**src/rtl/load_unit.sv**
```systemverilog
// MEM-stage load unit: decodes load ops, issues one SRAM-like read, then extracts and extends the result.
// Optional LOAD_ALIGN_CHECK_EN: misaligned LH/LHU/LW raise adelM without issuing a bus request.
`ifndef EXE_LB_OP
`define EXE_LB_OP  8'b1110_0000
`endif
`ifndef EXE_LBU_OP
`define EXE_LBU_OP 8'b1110_0100
`endif
`ifndef EXE_LH_OP
`define EXE_LH_OP  8'b1110_0001
`endif
`ifndef EXE_LHU_OP
`define EXE_LHU_OP 8'b1110_0101
`endif
`ifndef EXE_LW_OP
`define EXE_LW_OP  8'b1110_0011
`endif

module load_unit #(
    parameter int AW = 32
) (
    input  logic          clk,
    input  logic          resetn,
    input  logic          ld_valid,
    input  logic [7:0]    alucontrolM,
    input  logic [AW-1:0] addrM,
    input  logic          flush,
    output logic          ld_ready,
    output logic          data_req,
    output logic          data_wr,
    output logic [1:0]    data_size,
    output logic [AW-1:0] data_addr,
    input  logic          data_addr_ok,
    input  logic          data_data_ok,
    input  logic [31:0]   data_rdata,
    output logic          res_valid,
    output logic [31:0]   res_data,
    output logic          adelM,
    input  logic          res_ready,
    output logic          busy
);
    typedef enum logic [2:0] {IDLE, REQ, WAIT, DROP, DONE} state_t;
    typedef struct packed {
        logic [1:0]    size;
        logic          sext;
        logic [AW-1:0] addr;
    } ld_req_t;

    state_t        state, state_nx;
    ld_req_t       cap;
    logic          is_load, cap_en, res_en, misalign;
    logic [1:0]    dec_size;
    logic          dec_sext;
    logic [7:0]    byte_v;
    logic [15:0]   half_v;
    logic [31:0]   ext, res_q;
    logic [AW-1:0] req_addr;

    always_comb begin
        is_load  = 1'b1;
        dec_size = 2'd0;
        dec_sext = 1'b0;
        case (alucontrolM)
            `EXE_LB_OP:  dec_sext = 1'b1;
            `EXE_LBU_OP: dec_sext = 1'b0;
            `EXE_LH_OP:  begin dec_size = 2'd1; dec_sext = 1'b1; end
            `EXE_LHU_OP: dec_size = 2'd1;
            `EXE_LW_OP:  dec_size = 2'd2;
            default:     is_load = 1'b0;
        endcase
    end

`ifdef LOAD_ALIGN_CHECK_EN
    logic adel_q;
    assign misalign = (dec_size == 2'd1 && addrM[0]) ||
                      (dec_size == 2'd2 && addrM[1:0] != 2'b00);
    always_ff @(posedge clk or negedge resetn) begin
        if (!resetn)     adel_q <= 1'b0;
        else if (cap_en) adel_q <= misalign;
    end
    assign adelM = adel_q;
`else
    assign misalign = 1'b0;
    assign adelM    = 1'b0;
`endif

    always_comb begin
        state_nx = state;
        cap_en   = 1'b0;
        res_en   = 1'b0;
        case (state)
            IDLE: if (ld_valid && is_load && !flush) begin
                cap_en   = 1'b1;
                state_nx = misalign ? DONE : REQ;
            end
            REQ: begin
                if (data_addr_ok) state_nx = flush ? DROP : WAIT;
                else if (flush)   state_nx = IDLE;
            end
            // A flush that lands on the response itself has nothing left to drain.
            WAIT: begin
                if (flush) state_nx = data_data_ok ? IDLE : DROP;
                else if (data_data_ok) begin
                    res_en   = 1'b1;
                    state_nx = DONE;
                end
            end
            DROP: if (data_data_ok) state_nx = IDLE;
            DONE: if (flush || res_ready) state_nx = IDLE;
            default: state_nx = IDLE;
        endcase
    end

    // res_q is cleared on capture so an address-error result reads as zero.
    always_ff @(posedge clk or negedge resetn) begin
        if (!resetn) begin
            state <= IDLE;
            cap   <= '0;
            res_q <= '0;
        end else begin
            state <= state_nx;
            if (cap_en) begin
                cap   <= {dec_size, dec_sext, addrM};
                res_q <= '0;
            end
            if (res_en) res_q <= ext;
        end
    end

    always_comb begin
        byte_v = data_rdata[{cap.addr[1:0], 3'b000} +: 8];
        half_v = cap.addr[1] ? data_rdata[31:16] : data_rdata[15:0];
        case (cap.size)
            2'd0:    ext = {{24{cap.sext & byte_v[7]}}, byte_v};
            2'd1:    ext = {{16{cap.sext & half_v[15]}}, half_v};
            default: ext = data_rdata;
        endcase
    end

    always_comb begin
        req_addr = cap.addr;
        if (cap.size == 2'd2)      req_addr[1:0] = 2'b00;
        else if (cap.size == 2'd1) req_addr[0]   = 1'b0;
    end

    assign ld_ready  = (state == IDLE);
    assign busy      = (state != IDLE);
    assign data_req  = (state == REQ);
    assign data_wr   = 1'b0;
    assign data_size = data_req ? cap.size : 2'd0;
    assign data_addr = data_req ? req_addr : '0;
    assign res_valid = (state == DONE);
    assign res_data  = res_q;
endmodule

```
**config.mk**
```make
export PLATFORM = sky130hd
export DESIGN_NAME = load_unit
export DESIGN_NICKNAME = d
export VERILOG_FILES = /design/src/rtl/load_unit.sv
export SDC_FILE = /design/constraint.sdc
export NUM_CORES = 1
export LEC_CHECK = 0
export ABC_AREA = 1
export BUFFER_PORTS_ARGS = -buffer_cell sky130_fd_sc_hd__buf_2
export CAP_MARGIN = 20
export CORE_MARGIN = 2
export CORE_UTILIZATION = 50
export CTS_BUF_LIST = sky130_fd_sc_hd__clkbuf_8
export DETAILED_ROUTE_END_ITERATION = 8
export GPL_ROUTABILITY_DRIVEN = 1
export PLACE_DENSITY = 0.82
export SLEW_MARGIN = 20
export SYNTH_ARGS = -nofsm -noshare
export SYNTH_HDL_FRONTEND = slang
export SYNTH_SLANG_ARGS = --single-unit
```
**constraint.sdc**
```tcl
create_clock -name clk -period 1.99 [get_ports clk]
set_clock_uncertainty 0.1 [all_clocks]
set_input_delay 0.398 -clock clk [delete_from_list [all_inputs] [get_ports clk]]
set_output_delay 0.398 -clock clk [all_outputs]
set_load 0.01 [all_outputs]
```
Yosys cells after proc, flatten, opt, wreduce, memory -nomap -nowiden
Index checks and enable logic that the tools add are counted.

Bits in read-only memories: 0. Register bits: 70. Memories: 0. Bits in latches: 0. Output and inout port bits: 72. Bits of input ports: 79. RAM bits: 0. Logic and storage cells: 63.

Mux-type cells: 27. Magnitude comparators: 0. Reductions and logical operators: 12. $mul: 0. Bitwise operators: 2. Add/subtract/negate cells: 0. Equality and inequality tests: 16. Shifts and indexed selects: 1. Divide/modulo/power cells: 0.

Operators with widths (number): 2-to-1 mux 32 bit (3); one-hot mux 32 bit (2 select lines) (1); equality test 8 bit (second input constant) (5); indexed part select 32 x 6 -> 8 bit (1); 2-to-1 mux 3 bit (7); 2-to-1 mux 16 bit (1); one-hot mux 3 bit (5 select lines) (1); 2-to-1 mux 1 bit (11); equality test 3 x 2 -> 1 bit (second input constant) (2); AND reduction 5 bit (1); OR reduction 5 bit (1); 2-to-1 mux 2 bit (2); inequality test 2 x 1 -> 1 bit (second input constant) (2); one-hot mux 2 bit (2 select lines) (1); OR reduction 2 bit (2); equality test 3 x 1 -> 1 bit (second input constant) (1); equality test 3 bit (second input constant) (1); zero test 3 bit (1); inequality test 3 x 2 -> 1 bit (second input constant) (1); inequality test 3 bit (second input constant) (1); nonzero test 3 bit (1); bitwise AND 1 bit (2); equality test 2 x 1 -> 1 bit (second input constant) (1); equality test 2 bit (second input constant) (1); 6 further kinds (7).

Depth between registers and ports, before layout
Gate-level depths: netlist of the first run.

Depth in word-level cells: 9. Depth in mapped cells: 10. Mapped depth without buffers: 10.

Worst setup path after synthesis of the first run
OpenSTA, ideal clock, no wires.

Path kind: reg2out. From: reg state[1]. To: out data_addr[10]. Setup slack: 0.199 ns. Required time: 1.492 ns. Data arrival time: 1.293 ns. Buffers on the path: 2. Cell stages (with the launch flop): 6. Path through: dfrtp_1 -> buf_2 -> nor3_2 -> inv_2 -> clkbuf_1 -> nor2_1.

Longest elaborated chain between the ends: 2.

RTL lines: start, declared (RTL line 49) `state_t state, state_nx;`; start signal, assigned (RTL line 121) `state <= state_nx;`; equality test 3 x 1 -> 1 bit (RTL line 148) `assign data_req = (state == REQ);`; net data_req (RTL line 29) `output logic data_req,`; 2-to-1 mux 32 bit (RTL line 151) `assign data_addr = data_req ? req_addr : '0;`; end, declared (RTL line 32) `output logic [AW-1:0] data_addr,`.

The timed path passes the listed nets, and every way through them passes these cells.

Worst setup path in the final report of the first run
From: reg state[1]. To: out data_addr[14].

Longest elaborated chain between the ends: 2.

RTL lines (RTL line): equality test 3 x 1 -> 1 bit (148); 2-to-1 mux 32 bit (151).

No other way between the ends.

==> impl_metrics.json, run 1 <==
{
  "fp.dieH_um": 90.82,
  "grt_max_degree": 71,
  "synth-edff-count": 0,
  "dr.pass1.iters": 5,
  "fmax_mhz": 492.6,
  "io-pin-count": 151,
  "worstReg2RegStart": "state[0]",
  "antenna_found_initial": 0,
  "fillCellCount": 673,
  "place_congestion": 0.9145,
  "drt_wl_total_mm": 10.07,
  "dp_cells": 765,
  "path_class": "register to output port",
  "clk_latency_ns": 0.34,
  "antenna_cells": 0,
  "die_x_um": 90.82,
  "hold_viol": 0,
  "slowest_delay_ns": 0.44,
  "drv_cap": 0,
  "port_buffers": 148,
  "vias_per_cell": 4.981,
  "synth_compound_area_share_pct": 8.964,
  "synth-seq-area-share_pct": 46.48,
  "slew_headroom_pct": 60.35,
  "wl_met2_mm": 4.629,
  "wl_met1_mm": 4.326,
  "final_cell_count_no_fill": 788,
  "worstPathCellList": "nor3_4 -> inv_2 -> buf_12 -> nor2_1 -> buf_2",
  "fin_hold_ws_ns": 0.1648,
  "ys.flop_type": "dfrtp_1",
  "hp-start": "addrM[4]",
  "worstHoldPathType": "input port to register",
  "synth-simple-area-share_pct": 33.63,
  "die-area_mm2": 0.008247,
  "fin_setup_tns_ns": -0.6407,
  "yosys_warnings": 0,
  "core_mm2": 0.007292,
  "worst_pin_slew_ns": 0.5947,
  "netlist-cell-type-count": 25,
  "initial_core_util_pct": 51.68,
  "top_layer": "met4",
  "run_status": "finished with violations",
  "synth_xor_area_share_pct": 0,
  "crit_start": "state[1]",
  "grt_pass1_wl_mm": 16.89,
  "crit_slowest_cell": "dfrtp_2",
  "cts_inserted_buffers": 9,
  "rsz0062_at_grt": "yes",
  "vias": 3925,
  "clk_pin_slew_ns": 0.07,
  "grtUsageTotal_pct": 25.07,
  "path_buf_inv": 3,
  "muxShareOfSynthArea_pct": 0,
  "synthAdderAreaFrac_pct": 0,
  "ir_drop_mv": 0.7471,
  "fin_nets": 763,
  "cp-start-kind": "register",
  "setup-violations-final": 32,
  "required_ns": 1.49,
  "cp.arrival_ns": 1.53,
  "overflow": 0,
  "h-tree-depth": 3,
  "met3_length_um": 905,
  "antenna_left": 0,
  "cts_root_buf": "clkbuf_8",
  "cts_tree": "built",
  "fin_crit_ns": 2.030,
  "area_delta_synth_final_pct": 29.65,
  "path_delay_family": "flip-flops",
  "maxSlewViolCount": 0,
  "synth-async-reset-ratio_pct": 100.0,
  "synth_seq_cells": 70,
  "power.density_mw_per_mm2": 1010,
  "synthesis.area_mm2": 0.003769,
  "p_leak_uw": 0.002992,
  "utilization_pct": 67.00,
  "wl_per_cell_um": 12.78,
  "final_layout_size_suffix_gt1_share_pct": 30.04,
  "timing.final.ws_setup_ns": -0.03987,
  "violations": "negative setup slack",
  "cts_sinks": 70,
  "grt_pass1_vias": 3676,
  "worstSetupEndpointType": "output port",
  "synth_top_family_by_area": "simple AND/OR/NAND/NOR gates",
  "period_share_pct": 102.0,
  "drt_iter0_markers": 278,
  "critPathMaxFanout": 31,
  "dp_hpwl_mm": 7.338,
  "avgSynthCellArea_um2": 7.044,
  "fp-row-count": 31,
  "route.detailed.drc": 0,
  "cts_max_path_buffers": 2,
  "syn_inst": 535
}
[stage by stage]
step	total power [uW]	setup WS (ns)	instance area [um^2]
6_report	4936	-0.03987	4886
5_1_grt	5301	-0.1066	4886
4_1_cts	4929	-0.008344	4848
3_5_place_dp	3758	0.1711	4608
3_3_place_gp	3702	0.2301	4608
2_1_floorplan	2957	0.1985	3772
[placed cells by master (no fill, tap or decap), drive strengths merged, types with 2 or more instances in the layout]
| master | instances |
|---|---|
| buf | 167 |
| inv | 67 |
| o21ai | 52 |
| clkinv | 3 |
| clkbuf | 11 |
| nor2 | 66 |
| nand3 | 57 |
| dfrtp | 70 |
| a21oi | 14 |
| nand2 | 173 |
| nor3 | 3 |
| conb | 2 |
[tightest hold or removal path: stages]
cell and delay (ns):
buf_2 0.07, nand2_1 0.04, o21ai_0 0.05
[power breakdown]
part	switching (uW)	internal, uW	total [uW]
Clock	516	510	1030
Combinational	1280	851	2130
Sequential	119	1660	1780
[worst paths after layout]
check,endpoint,slack (ns),depth (start not counted)
worst max-delay path,data_addr[14],-0.04,5
worst max register to register,res_data[9],0.22,9
min in group asynchronous,res_data[4],0.51,3
worst min-delay path,cap[4],0.16,3
worst min register to register,res_data[6],0.40,2
max in group asynchronous,cap[34],0.97,3
[area by class of cell]
cell class | count | area [um^2] | area share (%)
Inverter | 65 | 244.0 | 4.994
Clock inverter | 5 | 26.28 | 0.5378
Clock buffer | 11 | 151.4 | 3.099
Timing Repair Buffer | 168 | 948.4 | 19.41
Sequential cell | 70 | 1757 | 35.95
Tap cell | 99 | 123.9 | 2.535
Multi-Input combinational cell | 370 | 1635 | 33.47
[logic make-up after synthesis]
kind of cell | count (synthesis)
AND/OR/NAND/NOR | 301
buffers and inverters | 96
flip-flops | 70
AO/OA/AOI/OAI | 67
other | 1
[synth_stat cells (4+ instances only)]
| library cell | number | area share, % |
|---|---|---|
| nand2_1 | 170 | 17 |
| dfrtp_1 | 70 | 46 |
| nor2_1 | 63 | 6.3 |
| inv_1 | 59 | 5.9 |
| nand3_1 | 54 | 7.2 |
| o21ai_0 | 44 | 5.8 |
| a21oi_1 | 14 | 1.9 |
| buf_2 | 14 | 1.9 |
| clkbuf_1 | 11 | 1.1 |
| o21ai_1 | 8 | 1.1 |
| inv_2 | 6 | 0.60 |
| buf_4 | 4 | 0.80 |
[flip-flops by register name (all words and copies together) (netlist names)]
name	flops
cap	35
state	3
res_data	32
[repair_timing]
action | CTS | global route
hold buffers | 1 | 0
setup endpoints to repair | 34 | 32
resized for setup | 10 | 6
cloned | 0 | 0
buffers inserted | 3 | 3
endpoints found under the hold margin | 39 | 0
pin swaps | 1 | 1
[routing by layer]
layer	track usage, %	vias to the layer above
li1	-	1958
met1	33.71	1744
met2	39.18	198
met3	6.010	25
met4	10.10	0
met5	0	-
No activity file was read; power rests on OpenSTA's default activity.
==> inputs of run 2 (changes only) <==
--- a/config.mk
+++ b/config.mk
@@ -8,12 +8,14 @@
 export ABC_AREA = 1
 export BUFFER_PORTS_ARGS = -buffer_cell sky130_fd_sc_hd__buf_2
 export CAP_MARGIN = 20
+export CELL_PAD_IN_SITES_DETAIL_PLACEMENT = 2
+export CELL_PAD_IN_SITES_GLOBAL_PLACEMENT = 2
 export CORE_MARGIN = 2
-export CORE_UTILIZATION = 50
+export CORE_UTILIZATION = 26
 export CTS_BUF_LIST = sky130_fd_sc_hd__clkbuf_8
 export DETAILED_ROUTE_END_ITERATION = 8
 export GPL_ROUTABILITY_DRIVEN = 1
-export PLACE_DENSITY = 0.82
+export PLACE_DENSITY_LB_ADDON = 0.1
 export SLEW_MARGIN = 20
 export SYNTH_ARGS = -nofsm -noshare
 export SYNTH_HDL_FRONTEND = slang
==> impl_metrics.json, run 2 (synthesis results as in run 1) <==
{
  "setup-violations-final": 32,
  "regArea_mm2": 0.001754,
  "port_buffers": 148,
  "violations": "negative setup slack",
  "multi_input_area_mm2": 0.001659,
  "antenna_left": 0,
  "ir_drop_mv": 0.4129,
  "die_x_um": 124.4,
  "fp.dieH_um": 124.4,
  "clk_pin_slew_ns": 0.08,
  "fillCellCount": 1678,
  "most-common-layout-cells": "169 x nand2_1, 145 x buf_2, 68 x dfrtp_1",
  "required_ns": 1.49,
  "fp-row-count": 43,
  "grt_pass1_vias": 4369,
  "worstPathCellList": "nor3_4 -> inv_4 -> buf_12 -> nor2_1 -> buf_2",
  "p_leak_uw": 0.002988,
  "slowest_delay_ns": 0.43,
  "wl_per_cell_um": 16.00,
  "top_register": "cap",
  "core_mm2": 0.01404,
  "maxSlewViolCount": 0,
  "fin_setup_tns_ns": -1.935,
  "clk_latency_ns": 0.36,
  "run_status": "finished with violations",
  "antenna_cells": 0,
  "grt_pass1_wl_mm": 22.60,
  "fin_nets": 764,
  "slew_headroom_pct": 62.00,
  "io-pin-count": 151,
  "pre_cts_ws_ns": 0.1668,
  "cts_tree": "built",
  "initial_core_util_pct": 26.84,
  "h-tree-depth": 3,
  "power.density_mw_per_mm2": 1052,
  "vias_per_cell": 4.551,
  "drt_iter0_markers": 170,
  "overflow": 0,
  "path_class": "register to output port",
  "cts_max_path_buffers": 2,
  "area_delta_synth_final_pct": 33.40,
  "cp.arrival_ns": 1.58,
  "largest_reg_flops": 35,
  "worstHoldPathType": "input port to register",
  "post_dp_cell_area_mm2": 0.004715,
  "final_cell_count_no_fill": 869,
  "cp-start-kind": "register",
  "stdcell_area_mm2": 0.005027,
  "dp_hpwl_mm": 10.35,
  "finalPower_uw": 5290,
  "final_common_cell": "nand2_1",
  "die-area_mm2": 0.01547,
  "path_delay_family": "buffers and inverters",
  "grtUsageTotal_pct": 18.02,
  "cts_sinks": 70,
  "hold_viol": 0,
  "antenna_found_initial": 0,
  "rsz0062_at_grt": "yes",
  "period_share_pct": 104.5,
  "place_congestion": 0.8093,
  "drv_cap": 0,
  "dp_cells": 848,
  "drt_wl_total_mm": 13.91,
  "final_layout_size_suffix_gt1_share_pct": 31.06,
  "cts_root_buf": "clkbuf_8",
  "path_buf_inv": 3,
  "crit_cells": 5,
  "timing.final.ws_setup_ns": -0.08860,
  "crit_slowest_cell": "dfrtp_2",
  "dr.pass1.iters": 4,
  "worst_pin_slew_ns": 0.5699,
  "cts_inserted_buffers": 9,
  "worstSetupEndpointType": "output port",
  "reg2regPathDepth": 7,
  "fmax_mhz": 481.1,
  "route.detailed.drc": 0,
  "vias": 3955,
  "critPathMaxFanout": 16,
  "grt_max_degree": 65,
  "fin_crit_ns": 2.079,
  "min_path_cells": 3
}
-- run 2: path summary, 6_finish.rpt --
check                                 start             to  slack [ns]
max in group asynchronous            resetn       state[0]        0.74
worst max-delay path               state[2]  data_addr[14]       -0.09
min in group asynchronous            resetn    res_data[5]        0.43
worst min register to register  res_data[0]    res_data[0]        0.41
worst min-delay path               addrM[9]         cap[9]        0.15
worst max register to register       cap[1]   res_data[16]        0.25
-- run 2: layout make-up --
type	count	area share [%]
Sequential cell	70	34.89
Clock inverter	6	1.269
Inverter	65	4.903
Tap cell	180	4.480
Multi-Input combinational cell	370	33.00
Clock buffer	9	2.464
Timing Repair Buffer	169	18.99
-- run 2: where the power goes --
part	switching (uW)	total (uW)	internal, uW
clock	593	1160	570
sequential	116	1780	1660
combinational	1430	2350	919
-- run 2: timing repair --
| item | 4_1_cts | 5_1_grt |
|---|---|---|
| buffers inserted | 1 | 3 |
| resized for setup | 8 | 14 |
| setup endpoints to repair | 34 | 35 |
| hold buffers | 1 | 0 |
| endpoints found under the hold margin | 31 | 0 |
| pin swaps | 1 | 1 |
| cloned | 0 | 1 |
-- run 2: tightest hold or removal path: stages --
cell and delay (ns):
buf_2 0.07, nand2_1 0.04, o21ai_0 0.06
-- run 2: metrics by stage --
step / util, % / hold WS [ns]
4_1_cts: 35.17 / 0.1253
5_1_grt: 35.80 / 0.1398
2_1_floorplan: - / 0.002409
6_report: 35.80 / 0.1460
3_5_place_dp: 33.57 / 0.2775
3_3_place_gp: 33.57 / 0.2772
-- run 2: per-layer routing --
layer	global-route usage, %	vias to the layer above	routed length (um)
met5	0	-	0
met4	5.354	0	165
met3	3.694	12	645
met2	30.09	99	6809
met1	23.57	1898	6284
li1	-	1946	-
==> inputs of run 3 (changes only) <==
--- a/config.mk
+++ b/config.mk
@@ -15,8 +15,8 @@
 export CTS_BUF_LIST = sky130_fd_sc_hd__clkbuf_8
 export DETAILED_ROUTE_END_ITERATION = 8
 export GPL_ROUTABILITY_DRIVEN = 1
-export PLACE_DENSITY_LB_ADDON = 0.1
-export SLEW_MARGIN = 20
+export PLACE_DENSITY = 0.84
+export SETUP_SLACK_MARGIN = 0.5
 export SYNTH_ARGS = -nofsm -noshare
 export SYNTH_HDL_FRONTEND = slang
 export SYNTH_SLANG_ARGS = --single-unit
==> impl_metrics.json, run 3 (synthesis results as in run 1) <==
{
  "min_path_cells": 3,
  "path_class": "register to output port",
  "worstSetupEndpointType": "output port",
  "final_common_cell": "nand2_1",
  "area_delta_synth_final_pct": 96.18,
  "fp.dieH_um": 124.4,
  "finalPower_uw": 7799,
  "fin_setup_tns_ns": -9.576,
  "worst_pin_slew_ns": 0.6232,
  "place_congestion": 0.7856,
  "top_register": "cap",
  "period_share_pct": 113.3,
  "hold_viol": 0,
  "final_cell_count_no_fill": 927,
  "use_met3_pct": 4.682,
  "most-common-layout-cells": "117 x nand2_1, 113 x buf_2, 70 x dfrtp_1",
  "die-area_mm2": 0.01547,
  "grt_pass1_vias": 5399,
  "met2_usage_pct": 53.62,
  "slew_headroom_pct": 58.02,
  "cts_inserted_buffers": 9,
  "fin_nets": 822,
  "reg2regPathDepth": 13,
  "fmax_mhz": 443.7,
  "violations": "negative setup slack",
  "utilization_pct": 52.65,
  "use_met1_pct": 34.47,
  "cts_sinks": 70,
  "drt_wl_total_mm": 27.47,
  "fp-row-count": 43,
  "worstReg2RegStart": "state[2]",
  "port_buffers": 148,
  "maxSlewViolCount": 0,
  "wl_per_cell_um": 29.63,
  "required_ns": 1.49,
  "cp.arrival_ns": 1.76,
  "core_mm2": 0.01404,
  "drv_cap": 0,
  "cts_root_buf": "clkbuf_8",
  "drt_iter0_markers": 311,
  "post_dp_cell_area_mm2": 0.005185,
  "p_leak_uw": 0.003967,
  "fin_crit_ns": 2.254,
  "overflow": 0,
  "stdcell_area_mm2": 0.007393,
  "grt_pass1_wl_mm": 34.24,
  "dr.pass1.iters": 4,
  "grt_busiest_layer": "met2",
  "cp-start-kind": "register",
  "run_status": "finished with violations",
  "grt_max_degree": 33,
  "initial_core_util_pct": 26.84,
  "grtUsageTotal_pct": 29.19,
  "worstHoldPathType": "input port to register",
  "hp-start": "addrM[30]",
  "clk_pin_slew_ns": 0.11,
  "cts_tree": "built",
  "timing.final.ws_setup_ns": -0.2640,
  "setup-violations-final": 79,
  "ir_drop_mv": 0.5944,
  "antenna_left": 0,
  "hold-path-endpoint": "cap[30]",
  "r2r_end": "res_data[9]",
  "vias_per_cell": 5.341,
  "rsz0062_at_grt": "yes",
  "critPathMaxFanout": 7,
  "h-tree-depth": 3,
  "die_x_um": 124.4,
  "dp_cells": 852,
  "r2r_slack_ns": -0.23,
  "largest_reg_flops": 35,
  "vias": 4951,
  "final_layout_size_suffix_gt1_share_pct": 57.30,
  "cts_max_path_buffers": 2,
  "power.density_mw_per_mm2": 1055,
  "clk_latency_ns": 0.40,
  "antenna_cells": 0,
  "route.detailed.drc": 0,
  "io-pin-count": 151,
  "dp_hpwl_mm": 11.50,
  "antenna_found_initial": 0
}
[run 3: changes by cell type in the layout (fill, tap and decap cells not counted), moves of 29 or more]
cell / previous run / this run
buf_2: 145 / 113
buf_6: 1 / 46
nand2_1: 169 / 117
nand2_4: 1 / 34
nand3_1: 54 / 24
nor2_4: 4 / 37
o21ai_0: 44 / 15
o21ai_2: 0 / 29
[run 3: critical path, cell delays in order (launching register included)]
cell and delay [ns]:
dfrtp_1 0.45, nor3_4 0.28, inv_4 0.14, buf_4 0.18, nor2_1 0.14, buf_2 0.17
[run 3: report_power, final]
part	switching (uW)	internal (uW)	total [uW]
Combinational	2540	2020	4560
Clock	696	690	1390
Sequential	198	1660	1860
Total	3430	4370	7800
[run 3: routing by layer]
metal | share of wire (%) | up-vias | wire, um
met4 | 4.4 | 0 | 1195
met3 | 5.2 | 77 | 1440
met5 | 0 | - | 0
met2 | 52 | 245 | 14410
li1 | - | 2086 | -
met1 | 38 | 2543 | 10420
[run 3: stage by stage]
stage | setup slack [ns] | hold WS (ns)
floorplan | 0.3225 | 0.002409
global placement | 0.2600 | 0.1696
detailed placement | 0.1673 | 0.1781
CTS | -0.09513 | 0.1275
global route | -0.3179 | 0.1170
finish | -0.2640 | 0.1166
[run 3: cell type report]
cell class	count	area, um^2
inverter	65	269.0
fill	1452	6649
clock buffer	9	123.9
clock inverter	6	80.08
timing repair buffer	226	2220
multi-input combinational	371	2724
tap	180	225.2
sequential	70	1752
[run 3: how the worst max path moves through the flow]
stage	start	cells past startpoint	slack, ns	to
finish	state[2]	5	-0.26	data_size[1]
CTS	state[0]	6	-0.1	data_addr[11]
global placement	alucontrolM[4]	10	0.26	cap[26]
floorplan	state[0]	5	0.32	data_addr[10]
global route	state[0]	6	-0.32	data_size[1]
detailed placement	alucontrolM[4]	11	0.17	cap[16]
[run 3: repair_timing]
| action | CTS | global route |
|---|---|---|
| hold buffers | 1 | 0 |
| gates resized for setup | 208 | 94 |
| hold endpoints to repair | 12 | 0 |
| pin swaps | 32 | 39 |
| buffers inserted | 27 | 12 |
| endpoints found under the setup margin | 107 | 110 |
| cloned | 18 | 2 |
